### src/rtl/wb_pkg.sv
// wb_pkg: shared defaults, queued-entry layout and arbitration-flag encoding for writeback_unit.
package wb_pkg;
   localparam int DATA_W_DEF = 32;
   localparam int ADDR_W_DEF = 5;
   typedef enum logic {ARB_ALU = 1'b0, ARB_LD = 1'b1} arb_t;
   typedef struct packed {
      logic [ADDR_W_DEF-1:0] addr;
      logic [DATA_W_DEF-1:0] data;
   } entry_t;
endpackage

### src/rtl/wb_if.sv
// wb_if: valid/ready result channel from an execution source into writeback_unit.
interface wb_if #(parameter int DATA_W = 32, parameter int ADDR_W = 5);
   logic              valid;
   logic              ready;
   logic [ADDR_W-1:0] addr;
   logic [DATA_W-1:0] data;
   modport master (output valid, addr, data, input ready);
   modport slave (input valid, addr, data, output ready);
endinterface

### src/rtl/wb_fifo.sv
// wb_fifo: in-order FIFO with occupancy and per-entry tag visibility (top KW bits of each entry).
module wb_fifo #(
   parameter int W = 37,
   parameter int KW = 5,
   parameter int DEPTH = 4,
   localparam int PW = $clog2(DEPTH)
) (
   input  logic                      clk,
   input  logic                      rst_n,
   input  logic                      push,
   input  logic                      pop,
   input  logic [W-1:0]              din,
   output logic [W-1:0]              dout,
   output logic [PW:0]               count,
   output logic                      full,
   output logic                      empty,
   output logic [DEPTH-1:0][KW-1:0]  tags,
   output logic [DEPTH-1:0]          occ
);
   logic [DEPTH-1:0][W-1:0] mem;
   logic [PW-1:0]           wp, rp;
   always_ff @(posedge clk or negedge rst_n)
      if (!rst_n) begin
         wp <= '0;
         rp <= '0;
         count <= '0;
      end else begin
         if (push) wp <= wp + 1'b1;
         if (pop) rp <= rp + 1'b1;
         count <= count + {{PW{1'b0}}, push} - {{PW{1'b0}}, pop};
      end
   always_ff @(posedge clk)
      if (push) mem[wp] <= din;
   assign dout = mem[rp];
   assign full = count == (PW+1)'(DEPTH);
   assign empty = count == '0;
   // slot i is live when its distance from the read pointer is below count
   always_comb
      for (int i = 0; i < DEPTH; i++) begin
         occ[i] = {1'b0, PW'(i) - rp} < count;
         tags[i] = mem[i][W-1 -: KW];
      end
endmodule

### src/rtl/writeback_unit.sv
// writeback_unit: round-robin ALU/load result arbiter feeding an in-order FIFO that drains to the register file.
// Optional WB_R0_DISCARD_EN: register 0 is hardwired zero, so writes to it are accepted but dropped.
module writeback_unit import wb_pkg::*; #(
   parameter int DATA_W = DATA_W_DEF,
   parameter int ADDR_W = ADDR_W_DEF,
   parameter int DEPTH = 4
) (
   input  logic                 clk,
   input  logic                 rst_n,
   wb_if.slave                  alu,
   wb_if.slave                  ld,
   output logic [DATA_W-1:0]    rf_D,
   output logic [ADDR_W-1:0]    rf_DA,
   output logic                 rf_RL,
   output logic [2**ADDR_W-1:0] pending,
   output logic                 full
);
   localparam int PW = $clog2(DEPTH);
   localparam int W = ADDR_W + DATA_W;
`ifdef WB_R0_DISCARD_EN
   localparam bit R0_DISCARD = 1'b1;
`else
   localparam bit R0_DISCARD = 1'b0;
`endif
   arb_t                     last;
   logic                     both, gl, room, acc, push, empty;
   logic [ADDR_W-1:0]        a;
   logic [DATA_W-1:0]        d;
   logic [W-1:0]             dout;
   logic [PW:0]              count;
   logic [DEPTH-1:0][ADDR_W-1:0] tags;
   logic [DEPTH-1:0]         occ;
   always_comb begin
      both = alu.valid & ld.valid;
      gl = ld.valid & (!alu.valid | last == ARB_ALU);
      room = count < (PW+1)'(DEPTH);
      alu.ready = !gl & room;
      ld.ready = gl & room;
      acc = (alu.valid & alu.ready) | (ld.valid & ld.ready);
      a = gl ? ld.addr : alu.addr;
      d = gl ? ld.data : alu.data;
      push = acc & !(R0_DISCARD & a == '0);
   end
   wb_fifo #(.W(W), .KW(ADDR_W), .DEPTH(DEPTH)) u_fifo (
      .clk(clk), .rst_n(rst_n), .push(push), .pop(!empty), .din({a, d}),
      .dout(dout), .count(count), .full(full), .empty(empty), .tags(tags), .occ(occ)
   );
   // only contested transfers move the round-robin flag
   always_ff @(posedge clk or negedge rst_n)
      if (!rst_n) begin
         last <= ARB_ALU;
         rf_D <= '0;
         rf_DA <= '0;
         rf_RL <= 1'b0;
      end else begin
         if (both & room) last <= gl ? ARB_LD : ARB_ALU;
         rf_RL <= !empty;
         if (!empty) {rf_DA, rf_D} <= dout;
      end
   always_comb begin
      pending = '0;
      for (int i = 0; i < DEPTH; i++)
         if (occ[i]) pending[tags[i]] = 1'b1;
   end
endmodule

### src/flat_wrapper.sv
// flat-port wrapper written by rule: the top's interface ports become plain ports
module writeback_unit_flat import wb_pkg::*;
#(
   parameter int DATA_W = DATA_W_DEF,
   parameter int ADDR_W = ADDR_W_DEF,
   parameter int DEPTH = 4
)
  (clk, rst_n, rf_D, rf_DA, rf_RL, pending, full, alu_valid, alu_addr, alu_data, alu_ready, ld_valid, ld_addr, ld_data, ld_ready);
  wb_if #(.DATA_W(DATA_W), .ADDR_W(ADDR_W)) alu_i ();
  wb_if #(.DATA_W(DATA_W), .ADDR_W(ADDR_W)) ld_i ();
  input  logic clk;
  input  logic rst_n;
  output logic [DATA_W-1:0] rf_D;
  output logic [ADDR_W-1:0] rf_DA;
  output logic rf_RL;
  output logic [2**ADDR_W-1:0] pending;
  output logic full;
  input wire logic [$bits(alu_i.valid)-1:0] alu_valid;
  input wire logic [$bits(alu_i.addr)-1:0] alu_addr;
  input wire logic [$bits(alu_i.data)-1:0] alu_data;
  output wire logic [$bits(alu_i.ready)-1:0] alu_ready;
  input wire logic [$bits(ld_i.valid)-1:0] ld_valid;
  input wire logic [$bits(ld_i.addr)-1:0] ld_addr;
  input wire logic [$bits(ld_i.data)-1:0] ld_data;
  output wire logic [$bits(ld_i.ready)-1:0] ld_ready;
  assign alu_i.valid = alu_valid;
  assign alu_i.addr = alu_addr;
  assign alu_i.data = alu_data;
  assign alu_ready = alu_i.ready;
  assign ld_i.valid = ld_valid;
  assign ld_i.addr = ld_addr;
  assign ld_i.data = ld_data;
  assign ld_ready = ld_i.ready;
  writeback_unit #(.DATA_W(DATA_W), .ADDR_W(ADDR_W), .DEPTH(DEPTH)) u_core (.clk(clk), .rst_n(rst_n), .alu(alu_i), .ld(ld_i), .rf_D(rf_D), .rf_DA(rf_DA), .rf_RL(rf_RL), .pending(pending), .full(full));
endmodule
### config.mk
export PLATFORM = sky130hd
export DESIGN_NAME = writeback_unit_flat
export DESIGN_NICKNAME = d
export VERILOG_FILES = /design/src/rtl/wb_pkg.sv /design/src/rtl/wb_if.sv /design/src/rtl/wb_fifo.sv /design/src/rtl/writeback_unit.sv /design/src/flat_wrapper.sv
export SDC_FILE = /design/constraint.sdc
export NUM_CORES = 1
export LEC_CHECK = 0
export BUFFER_PORTS_ARGS = -buffer_cell sky130_fd_sc_hd__buf_2
export CORE_MARGIN = 2
export CORE_UTILIZATION = 44
export DETAILED_ROUTE_END_ITERATION = 6
export GPL_TIMING_DRIVEN = 0
export PLACE_DENSITY = 0.63
export RECOVER_POWER = 50
export SLEW_MARGIN = 10
export SYNTH_ARGS = -nofsm -noshare
export SYNTH_HDL_FRONTEND = slang
export SYNTH_HIERARCHICAL = 1
export SYNTH_SLANG_ARGS = --single-unit
### constraint.sdc
create_clock -name clk -period 2.9 [get_ports clk]
set_clock_uncertainty 0.1 [all_clocks]
set_input_delay 0.435 -clock clk [delete_from_list [all_inputs] [get_ports clk]]
set_output_delay 0.435 -clock clk [all_outputs]
set_load 0.03 [all_outputs]
# Word-level counts from Yosys, hierarchy flattened
# Cells that the tools add are included.
dict set report classes {
  mul 0
  shifts 0
  bitwise 13
  div_mod_pow 0
  reduce_logical 9
  magnitude_cmp 16
  n_mux 20
  n_eq_ne 1
  add_sub_neg 8
}
# op n
set op_table {}
lappend op_table {{$mux W32} 5}
lappend op_table {{$bwmux W148} 1}
lappend op_table {{$or A32 B32 Y32} 3}
lappend op_table {{$bmux W37 S2} 1}
lappend op_table {{$demux W37 S2} 1}
lappend op_table {{$mux W37} 2}
lappend op_table {{$lt A5 B6 Y1 const B} 4}
lappend op_table {{$demux W1 S5} 4}
lappend op_table {{$ge A5 B1 Y1 const B} 4}
lappend op_table {{$lt A2 B3 Y1} 4}
lappend op_table {{$and A1 B1 Y1} 7}
lappend op_table {{$lt A2 B3 Y1 const B} 2}
lappend op_table {{$logic_and A1 B1 Y1} 5}
lappend op_table {{$mux W1} 5}
lappend op_table {{$mux W5} 1}
lappend op_table {{$add A2 B1 Y2 const B} 2}
lappend op_table {{$sub A1 B2 Y2 const A} 2}
lappend op_table {{$sub A2 B2 Y2 const A} 2}
lappend op_table {{$add A3 B1 Y3} 1}
lappend op_table {{$eq A3 B3 Y1 const B} 1}
lappend op_table {{$logic_not A1 Y1} 3}
lappend op_table {{$logic_not A3 Y1} 1}
lappend op_table {{$lt A3 B3 Y1 const B} 1}
lappend op_table {{$sub A3 B1 Y3} 1}
lappend op_table {{other kinds (3)} 4}
dict set report word_totals {
  out_inout_bits 73
  mem_bits_rw 0
  latch_bits 0
  in_bits 78
  elab_cells 78
  reg_bits 194
  memories 0
  rom_bits 0
}

# Depth between registers and ports, before layout
# Gate-level depths: netlist of the first run.
dict set report logic_depth {
  ltp_word 11
  depth_mapped 11
  ltp_nobuf 10
}

# By module
# Netlist of the first run, hierarchy kept.
# mod area_per_inst_um2 cells_each n_inst seq_area_each_um2
set modules_own_cells {}
lappend modules_own_cells {wb_fifo 6043.3 266 1 4619.4}
lappend modules_own_cells {writeback_unit 2899.0 259 1 975.9}

# Least setup slack after synthesis of the first run
# OpenSTA, ideal clock, no wires.
dict set report synth_path {
  path_type {register to output}
  startpoint {reg u_core.u_fifo.rp[0]}
  endpoint {out pending[0]}
  stages_incl_launch_ff 11
  required_time_ps 2365
  setup_slack_ps -41
  t_arrival_ps 2406
  n_path_buf 3
  cell_sequence {dfrtp_1 buf_6 buf_6 xor2_1 inv_1 ha_1 a21oi_1 or2_2 or3b_1 buf_2 o221ai_1}
}
# element line_no
set synth_rtl {}
lappend synth_rtl {{from (decl)} wb_fifo.sv:21} ;# logic [PW-1:0] wp, rp;
lappend synth_rtl {{from (signal assigned)} wb_fifo.sv:29} ;# if (pop) rp <= rp + 1'b1;
lappend synth_rtl {{$sub A2 B2 Y2 (*)} wb_fifo.sv:40} ;# occ[i] = {1'b0, PW'(i) - rp} < count;
lappend synth_rtl {{$lt A2 B3 Y1 (*)} wb_fifo.sv:40}
lappend synth_rtl {{net u_core.occ[2]} writeback_unit.sv:32} ;# logic [DEPTH-1:0] occ;
lappend synth_rtl {{$mux W32 (*)} writeback_unit.sv:63} ;# if (occ[i]) pending[tags[i]] = 1'b1;
lappend synth_rtl {{$or A32 B32 Y32 (no line)} --}
lappend synth_rtl {{$mux W32 (*)} writeback_unit.sv:63}
lappend synth_rtl {{to (decl)} flat_wrapper.sv:16} ;# output logic [2**ADDR_W-1:0] pending;
# The timed path passes the listed nets; every way through them passes the cells marked *.

# Worst setup path in the final report of the first run
dict set report layout_path {
  startpoint {reg u_core.u_fifo.rp[1]}
  endpoint {out pending[30]}
}
# Same word-level chain as after synthesis.

==> results of run 1 <==
-- power by group through the flow --
stage | Clock, mW | Combinational, mW | Sequential [mW]
6_report | 2.32 | 5.34 | 4.24
2_1_floorplan | 0 | 2.88 | 4.75
3_5_place_dp | 0 | 4.79 | 4.29
4_1_cts | 2.37 | 5.18 | 4.24
5_1_grt | 2.48 | 5.73 | 4.33
3_3_place_gp | 0 | 4.62 | 4.28
-- path summary, 6_finish.rpt --
path	cells after the start	to	slack [ps]
worst min register to register	1	u_core/last$_DFFE_PN0P_	400
min in group asynchronous	2	u_core/rf_D[16]$_DFFE_PN0N_	750
max in group asynchronous	2	u_core/u_fifo/rp[1]$_DFFE_PN0P_	1060
worst max-delay path	11	pending[30]	-340
worst max register to register	10	u_core/u_fifo/count[2]$_DFF_PN0_	160
worst min-delay path	2	u_core/u_fifo/mem[120]$_DFFE_PP_	260
-- metal layers --
| layer | wire length [um] | track usage [%] | up-vias |
|---|---|---|---|
| met5 | 0 | 0 | - |
| met4 | 241 | 5.29 | 0 |
| met3 | 924 | 4.06 | 18 |
| met2 | 11800 | 38.4 | 149 |
| met1 | 8680 | 24.8 | 2814 |
| li1 | - | - | 2492 |
-- cell families after synthesis --
family	after synthesis	share of synthesized area [%]
AND/OR/NAND/NOR	79	6.20
adder cells (fa/ha/maj)	11	1.62
XOR/XNOR	7	0.686
AO/OA/AOI/OAI	68	6.09
flip-flops	194	62.6
multiplexers	111	18.6
buffers and inverters	55	4.20
-- flip-flops by register name, summed over array words and instances (netlist names) --
signal               flops
u_core/u_fifo/mem      128
u_core/rf_D             32
u_core/u_fifo/tags      20
u_core/rf_DA             5
u_core/u_fifo/count      3
u_core/u_fifo/rp         2
u_core/u_fifo/wp         2
u_core/last              1
u_core/rf_RL             1
-- Yosys cell counts (4+ instances only) --
| master | number | share of area (%) |
|---|---|---|
| mux4_2 | 37 | 9.3 |
| a32oi_1 | 7 | 0.69 |
| ha_1 | 10 | 1.4 |
| buf_2 | 15 | 0.84 |
| xor2_1 | 4 | 0.39 |
| a21oi_1 | 4 | 0.22 |
| or3_1 | 5 | 0.35 |
| or3b_1 | 6 | 0.59 |
| buf_4 | 21 | 1.8 |
| edfxtp_1 | 148 | 50 |
| nor2_1 | 8 | 0.34 |
| mux2_1 | 17 | 2.1 |
| inv_1 | 10 | 0.42 |
| a22oi_1 | 21 | 1.8 |
| nand3b_1 | 10 | 0.84 |
| nand2_1 | 8 | 0.34 |
| nand3_1 | 4 | 0.22 |
| o221ai_1 | 29 | 2.8 |
| dfrtp_1 | 46 | 13 |
| nor2b_1 | 7 | 0.49 |
| and4b_1 | 6 | 0.67 |
| mux2_2 | 57 | 7.2 |
| and2_1 | 5 | 0.35 |
-- metrics by stage --
stage / utilization (%) / hold WS, ps / instances
3_5_place_dp: 50.3 / 388 / 949
2_1_floorplan: - / 39.4 / 525
4_1_cts: 55.3 / 201 / 987
6_report: 56.8 / 261 / 997
5_1_grt: 56.8 / 266 / 997
3_3_place_gp: 49.9 / 376 / 945
-- repair_timing --
item                                    CTS  global route
hold endpoints to repair                  0            15
resized for setup                        86            71
pin swaps                                25            30
endpoints found under the setup margin   34            33
hold buffers                              0             1
buffers inserted                          7            13
-- layout make-up --
| type | count | area, sq um | area share [%] |
|---|---|---|---|
| inverters | 10 | 37.5 | 0.329 |
| multi-input cells | 276 | 3380 | 29.6 |
| plain buffers | 42 | 339 | 2.97 |
| flip-flops and latches | 194 | 5600 | 49.0 |
| clock inverters | 15 | 171 | 1.50 |
| well taps | 270 | 338 | 2.96 |
| clock buffers | 17 | 425 | 3.73 |
| repair buffers | 173 | 1120 | 9.83 |
==> impl_metrics.ini, run 1 <==
[critical_path]
crit_path_end_kind = output pin
required_ps = 2370
cpMostUsedCell = buf_6
path_cells = buf_12, xor2_4, inv_2, ha_4, a21oi_2, or2_4, buf_6, nand3b_1, o22ai_1, or3_1, buf_6
critPathKind = register to output pin
cp-start-kind = register
r2r_start = u_core/u_fifo/count[2]$_DFF_PN0_
critPathBufInv = 4
slowest_stage = dfrtp_2
critPathTopFamily = simple AND/OR/NAND/NOR gates
startpoint = u_core/u_fifo/rp[1]$_DFFE_PN0P_
cp.arrival_ps = 2710
slowest_delay_ps = 440
path_max_fanout = 8

[power]
peakVddDrop_mv = 0.518
power.share.clock_pct = 19.5
internal-power_mw = 7.44
p_leak_nw = 4.09
p_switching_mw = 4.46
seqPwrFrac_pct = 35.7
swShare_pct = 37.4
p_total_mw = 11.9
power.density_nw_per_um2 = 1040
combPwrFrac_pct = 44.9

[synth]
synthCells = 525
syn_area_per_cell_sq_um = 17.0
synthArstFlopShare_pct = 23.7
ys_seq_area_share_pct = 62.6
synthesis.nets = 614
synth-edff-count = 148
synth_flop_cell = edfxtp_1
ys_warn_count = 6
ys_types = 41
synth_seq_cells = 194
synth_area_sq_um = 8940

[clock_tree]
path_clk_slew_ps = 70
clk_path_buf_depth = 2
numCtsBuffers = 17
cts_tree = done
root_buffer = clkbuf_16
numClockSinks = 194
clock_latency_ps = 430
h-tree-depth = 4

[floorplan]
die_h_um = 147
core_area_sq_um = 20100
start_util_pct = 44.5
io-pin-count = 151
fp.dieW_um = 147
fp.dieArea_sq_um = 21500
rows = 52

[finish]
final_cell_mix = edfxtp_1, buf_2, buf_4, clkbuf_1, dfrtp_1
drive_gt1_share_pct = 48.6
nNetsFinal = 803
fill_cells = 1650
postLayoutCellArea_sq_um = 11400
syn2layout_area_growth_pct = 27.7
final_common_cell = edfxtp_1
antenna-diode-count = 0

[drt]
via_count = 5473
wire_per_inst_um = 21.7
antenna_left = 0
drt-pass1-iter-count = 4
wl_um = 21600
post-route-drc-count = 0
vias_per_cell = 5.49
first_iter_violations = 235

[global_routing]
grt_usage_pct = 20.7
grt_pass1_wl_um = 33300
grt_pass1_vias = 5873
gr-total-overflow = 0
antenna_found_initial = 0
grt_start_max_net_pins = 47

[placement]
dpl_cell_area_sq_um = 10100
port_buffers = 150
dpl.hpwl_um = 15000
place_ws_ps = -382
gp_congestion = 0.823

[timing]
setup_violations = 34
worst_pin_slew_ps = 1340
max_slew_margin_pct = 10.5
tns_ps = -7580
period_share_pct = 112
slew_violations = 0
period_needed_ps = 3240
rsz0062_at_grt = true
fmax_mhz = 308
final_hold_viol_count = 0
setup_ws_ps = -344

[hold_path]
hold_start = alu_data[9]
min_path_type = primary input to register

[run_status]
status = finished, violations left
violations = negative setup slack

[flow_run]
max_cap_viol_count = 0
(Power assumes the default switching activity.)
==> inputs of run 2 (changes only) <==
- ABC_AREA: default -> 1
- GPL_ROUTABILITY_DRIVEN: default -> 0
- PLACE_DENSITY: 0.63 -> 0.62
==> run 2 against run 1 <==
Against the previous run:
- the run now ends clean
- register-to-register slack better by 110 ps
- flip-flop and latch count is the same
- hold slack worse by 34 ps
- non-clock buffer count rose by 12
- largest cell class unchanged
- cell count grew 68%
- area after synthesis increased by 9.1%
- sequential share of layout area down 3.1 points
- sequential power about the same
- core utilization down 1.0 points
- clock power fell by 3%
- combinational power grew 19%
- global-route usage grew 1.1 points
==> impl_metrics.ini, run 2 <==
[run_status]
status = completed

[critical_path]
cp.arrival_ps = 2340
critPathTopFamily = simple AND/OR/NAND/NOR gates
slowest_stage = dfrtp_1
path_cells = buf_8, buf_12, nand2_4, nand2_4, ha_4, nand2_1, nand2_2, nand2_4, nand3_4, nor2_1, nor2_1, nand2_1, buf_6
required_ps = 2370
crit_path_end_kind = output pin
slowest_delay_ps = 380
critPathKind = register to output pin
path_max_fanout = 8
reg2reg_slack_ps = 270
cpMostUsedCell = nand2_4
critPathBufInv = 3
cp-start-kind = register

[synth]
synth.top_cell.area_share_pct = 45.6
synth_area_leaders = edfxtp_1, nand2_1, dfrtp_1
synthCells = 1197
synth-simple-area-share_pct = 34.7
syn_area_per_cell_sq_um = 8.15
synthesis.nets = 1286
synth_top_family_by_area = simple AND/OR/NAND/NOR gates
synth_seq_cells = 194
ys_top_cells_by_count = nand2_1, nor2_1, edfxtp_1
synth-compound-area-share_pct = 0.180
synth_area_sq_um = 9750
synthAdderAreaFrac_pct = 1.49
synth_flop_cell = edfxtp_1
synthArstFlopShare_pct = 23.7
synth_xor_area_share_pct = 0.180
ys_warn_count = 6
ys_types = 22
synth_area_leader_cell = edfxtp_1
synth-edff-count = 148
ys_seq_area_share_pct = 57.4
synth.most_common_cell = nand2_1
synthMuxAreaShare_pct = 0

[hold_path]
min_path_type = primary input to register

[finish]
antenna-diode-count = 0
nNetsFinal = 1471
final_cell_mix = nand2_1, nor2_1, edfxtp_1
largest_reg_flops = 128
utilization_pct = 55.8
regMostFlops = u_core/u_fifo/mem
final_common_cell = nand2_1
syn2layout_area_growth_pct = 24.8
drive_gt1_share_pct = 21.3

[floorplan]
die_h_um = 153
fp.dieW_um = 153
core_area_sq_um = 21800
start_util_pct = 44.7
fp.dieArea_sq_um = 23400
rows = 54
io-pin-count = 151

[clock_tree]
root_buffer = clkbuf_16
clk_path_buf_depth = 2
clock_latency_ps = 430
numClockSinks = 194
h-tree-depth = 4
cts_tree = done
numCtsBuffers = 17
path_clk_slew_ps = 70

[global_routing]
met3_usage_pct = 3.06
gr-total-overflow = 0
antenna_found_initial = 0
met2_usage_pct = 38.8
grt_usage_pct = 21.9
grt_pass1_wl_um = 39900
grt_pass1_vias = 7782
grt_start_max_net_pins = 47
grt_util_met1_pct = 27.7
top_usage_layer = met2

[timing]
rsz0062_at_grt = true
max_slew_margin_pct = 13.9
period_share_pct = 99.2
fmax_mhz = 348
whs_ps = 228
tns_ps = 0
setup_violations = 0
period_needed_ps = 2880
final_hold_viol_count = 0
slew_violations = 0
worst_pin_slew_ps = 1290

[placement]
dpl.hpwl_um = 17400
port_buffers = 150

[drt]
wire_per_inst_um = 15.3
via_count = 8204
drt-pass1-iter-count = 5
first_iter_violations = 549
post-route-drc-count = 0
antenna_left = 0
vias_per_cell = 4.90
wl_um = 25600

[power]
power.density_nw_per_um2 = 1060
peakVddDrop_mv = 0.615
p_leak_nw = 5.77

[flow_run]
max_cap_viol_count = 0
[run 2: cell count changes after synthesis, moves of 20 or more]
| cell | before | now |
|---|---|---|
| nor2_1 | 8 | 195 |
| a22oi_1 | 21 | 1 |
| mux2_2 | 57 | 0 |
| inv_1 | 10 | 40 |
| o221ai_1 | 29 | 0 |
| nand2_1 | 8 | 631 |
| mux4_2 | 37 | 0 |
| nand3_1 | 4 | 48 |
[run 2: worst register-to-register path, cell delays in order (launching register included)]
cell and delay [ps]:
dfrtp_1 510, nor3_1 120, inv_1 80, clkbuf_1 570, ha_1 360, inv_1 60, ha_1 130, inv_1 50
fa_1 390, nand3_1 110, nand2_1 50
[run 2: final timing paths]
kind | startpoint | endpoint | cells past startpoint
setup / recovery | u_core/u_fifo/rp[0]$_DFFE_PN0P_ | pending[8] | 13
hold / removal | ld_data[11] | u_core/u_fifo/mem[85]$_DFFE_PP_ | 3
setup reg to reg | u_core/u_fifo/count[2]$_DFF_PN0_ | u_core/u_fifo/count[2]$_DFF_PN0_ | 10
hold reg to reg | u_core/rf_D[0]$_DFFE_PN0N_ | u_core/rf_D[0]$_DFFE_PN0N_ | 2
max in group asynchronous | rst_n | u_core/u_fifo/count[1]$_DFF_PN0_ | 2
min in group asynchronous | rst_n | u_core/rf_D[0]$_DFFE_PN0N_ | 2
[run 2: per-stage QoR]
stage / cells / area, sq um / total power, mW / setup WS, ps
6_report: 1675 / 12200 / 12.9 / 23.0
5_1_grt: 1675 / 12200 / 13.8 / -91.3
4_1_cts: 1670 / 11900 / 12.7 / 0.688
3_5_place_dp: 1631 / 10900 / 9.86 / -279
3_3_place_gp: 1627 / 10900 / 9.72 / -253
2_1_floorplan: 1197 / 9750 / 8.09 / 351
[run 2: logic make-up after synthesis]
logic type	after synthesis
and+or+nand+nor	881
DFF	194
buffers and inverters	106
adders and majority gates	11
AOI/OAI and AO/OA	3
xor gates and xnor gates	2
[run 2: timing repair]
item | 4_1_cts | 5_1_grt
cloned | 1 | 0
buffers inserted | 9 | 4
hold buffers | 0 | 1
endpoints found under the hold margin | 0 | 30
pin swaps | 23 | 65
resized for setup | 94 | 70
setup endpoints to repair | 32 | 32
[run 2: metal layers]
| metal | wire length, um | vias to the layer above |
|---|---|---|
| met3 | 1230 | 28 |
| met2 | 12900 | 236 |
| li1 | - | 4109 |
| met4 | 440 | 0 |
| met5 | 0 | - |
| met1 | 11100 | 3831 |
[run 2: layout make-up]
cell class                      instances  area (sq um)
Fill cell                            2031          9650
Sequential cell                       194          5600
Multi-Input combinational cell        897          3930
Timing Repair Buffer                  168          1110
Clock buffer                           18           429
Buffer                                 59           423
Tap cell                              280           350
Inverter                               44           183
Clock inverter                         14           138
Timing Repair inverter                  1          8.76
[run 2: power breakdown]
part           internal [mW]  switching [mW]
registers               3.94           0.321
clock network           1.14            1.10
logic                   2.02            4.36
==> inputs of run 3 (changes only) <==
- CELL_PAD_IN_SITES_DETAIL_PLACEMENT: default -> 0
- CELL_PAD_IN_SITES_GLOBAL_PLACEMENT: default -> 1
- CORE_MARGIN: 2 -> default
- CORE_UTILIZATION: 44 -> 38
- PLACE_DENSITY: 0.62 -> 0.74
- clock period: 2.9 -> 2.34 ns (I/O delays scaled with it)
==> run 3 against run 2 <==
Against the previous run:
- the flow now finishes with violations (negative setup slack)
- clock power rose by 23%
- sequential power is 24% higher
- clock-buffer cell count increased by 1
- via count shrank 2.1%
- final area increased by 2.5%
- total power increased by 25%
- core utilization down 6.2 points
- largest power group unchanged
- cell count increased by 2.8%
- wire length grew 2.8%
- hold slack lost 85 ps
- first-iteration DRC count is 5.6% lower
- critical path depth grew 1
==> impl_metrics.ini, run 3 (synthesis gave the netlist of run 2 again) <==
[timing]
worst_pin_slew_ps = 1410
period_needed_ps = 2890
final_hold_viol_count = 0
fmax_mhz = 346
whs_ps = 142
rsz0062_at_grt = true
period_share_pct = 123
setup_ws_ps = -549
setup_violations = 32
tns_ps = -16080
max_slew_margin_pct = 6.16
slew_violations = 0

[drt]
wl_um = 26400
first_iter_violations = 518
via_count = 8031
drt-pass1-iter-count = 5
antenna_left = 0
post-route-drc-count = 0
vias_per_cell = 4.66
wire_per_inst_um = 15.3

[finish]
drive_gt1_share_pct = 28.2
largest_reg_flops = 128
regMostFlops = u_core/u_fifo/mem
syn2layout_area_growth_pct = 28.0
final_common_cell = nand2_1
nNetsFinal = 1468
antenna-diode-count = 0
final_cell_mix = nand2_1, edfxtp_1, buf_2

[critical_path]
crit_path_end_kind = output pin
cp.arrival_ps = 2440
critPathKind = register to output pin
cp-start-kind = register
required_ps = 1890
path_max_fanout = 7

[power]
combPwrFrac_pct = 50.1
seqPwrFrac_pct = 32.7
internal-power_mw = 8.88
p_total_mw = 16.1
p_leak_nw = 5.85
p_switching_mw = 7.21
peakVddDrop_mv = 0.510
power.share.clock_pct = 17.1
power.density_nw_per_um2 = 1290
swShare_pct = 44.8

[clock_tree]
numClockSinks = 194
cts_tree = done
h-tree-depth = 4
root_buffer = clkbuf_16
path_clk_slew_ps = 70
numCtsBuffers = 17
clk_path_buf_depth = 2
clock_latency_ps = 440

[floorplan]
die_h_um = 162
start_util_pct = 38.7
fp.dieW_um = 162
core_area_sq_um = 25200
rows = 58
io-pin-count = 151
fp.dieArea_sq_um = 26300

[flow_run]
max_cap_viol_count = 0

[placement]
place_ws_ps = -881
dpl.hpwl_um = 18300
port_buffers = 150

[global_routing]
gr-total-overflow = 0
grt_pass1_vias = 7765
grt_start_max_net_pins = 47
grt_pass1_wl_um = 42000
grt_usage_pct = 21.1
antenna_found_initial = 0

[run_status]
status = finished, violations left
violations = negative setup slack

[hold_path]
min_path_type = primary input to register
[run 3: changes by cell type in the layout (fill, tap and decap cells not counted), moves of 19 or more]
cell,before,now
nor2_1,169,129
nor2_2,23,56
buf_2,118,137
nand2_1,622,590
nand2_2,5,36
clkbuf_1,28,6
[run 3: routing by layer]
metal	routed length (um)	track usage [%]	share of wire (%)
met5	0	0	0
met4	395	6.22	1.5
met3	1270	2.89	4.8
met2	13100	37.3	50
met1	11600	26.7	44
[run 3: cell type report]
class,instances,area (sq um)
buffer,60,463
sequential,194,5600
clock buffer,19,433
inverter,44,180
timing repair buffer,165,1120
multi-input combinational,897,4150
tap,330,413
clock inverter,13,125
fill,2433,12700
[run 3: through the flow]
step	instances	util [%]	instance area, sq um
detailed placement	1681	44.3	11200
finish	1722	49.6	12500
floorplan	1197	-	9910
global placement	1677	44.0	11100
global route	1722	49.6	12500
CTS	1721	48.8	12300
[run 3: critical path, stage by stage, from the launching register on]
cell and delay [ps]:
dfrtp_1 370, buf_6 140, buf_8 130, buf_8 110, nand2_4 60, nand2_4 70, ha_4 260, nand2_2 40
nand2_2 70, nand2_4 100, nand3_4 190, nor2_1 70, nor2_1 160, nand2_2 90, buf_6 140
[run 3: power by group through the flow]
stage	logic (mW)	registers, mW	clock network (mW)
after global placement	6.96	5.35	0
final	8.07	5.27	2.75
after CTS	7.99	5.27	2.80
after floorplan	4.31	5.91	0
after global routing	8.97	5.37	2.94
after detailed placement	7.16	5.32	0
[run 3: path summary, 6_finish.rpt]
check                      cells after the start                          endpoint                             start  slack (ps)
setup / recovery                              14                        pending[9]   u_core/u_fifo/rp[0]$_DFFE_PN0P_        -550
hold / removal                                 3           u_core/last$_DFFE_PN0P_                         alu_valid         140
setup reg to reg                               9  u_core/u_fifo/count[2]$_DFF_PN0_  u_core/u_fifo/count[2]$_DFF_PN0_         170
hold reg to reg                                2       u_core/rf_DA[2]$_DFFE_PN0N_       u_core/rf_DA[2]$_DFFE_PN0N_         370
max in group asynchronous                      2  u_core/u_fifo/count[2]$_DFF_PN0_                             rst_n         510
min in group asynchronous                      2       u_core/rf_DA[1]$_DFFE_PN0N_                             rst_n         650
[run 3: what timing repair did]
action                                  in CTS  in global routing
endpoints found under the hold margin       46                  0
endpoints found under the setup margin      34                 34
buffers inserted                             9                  1
resized for setup                          137                 63
hold buffers                                 1                  0
pin swaps                                  121                 48
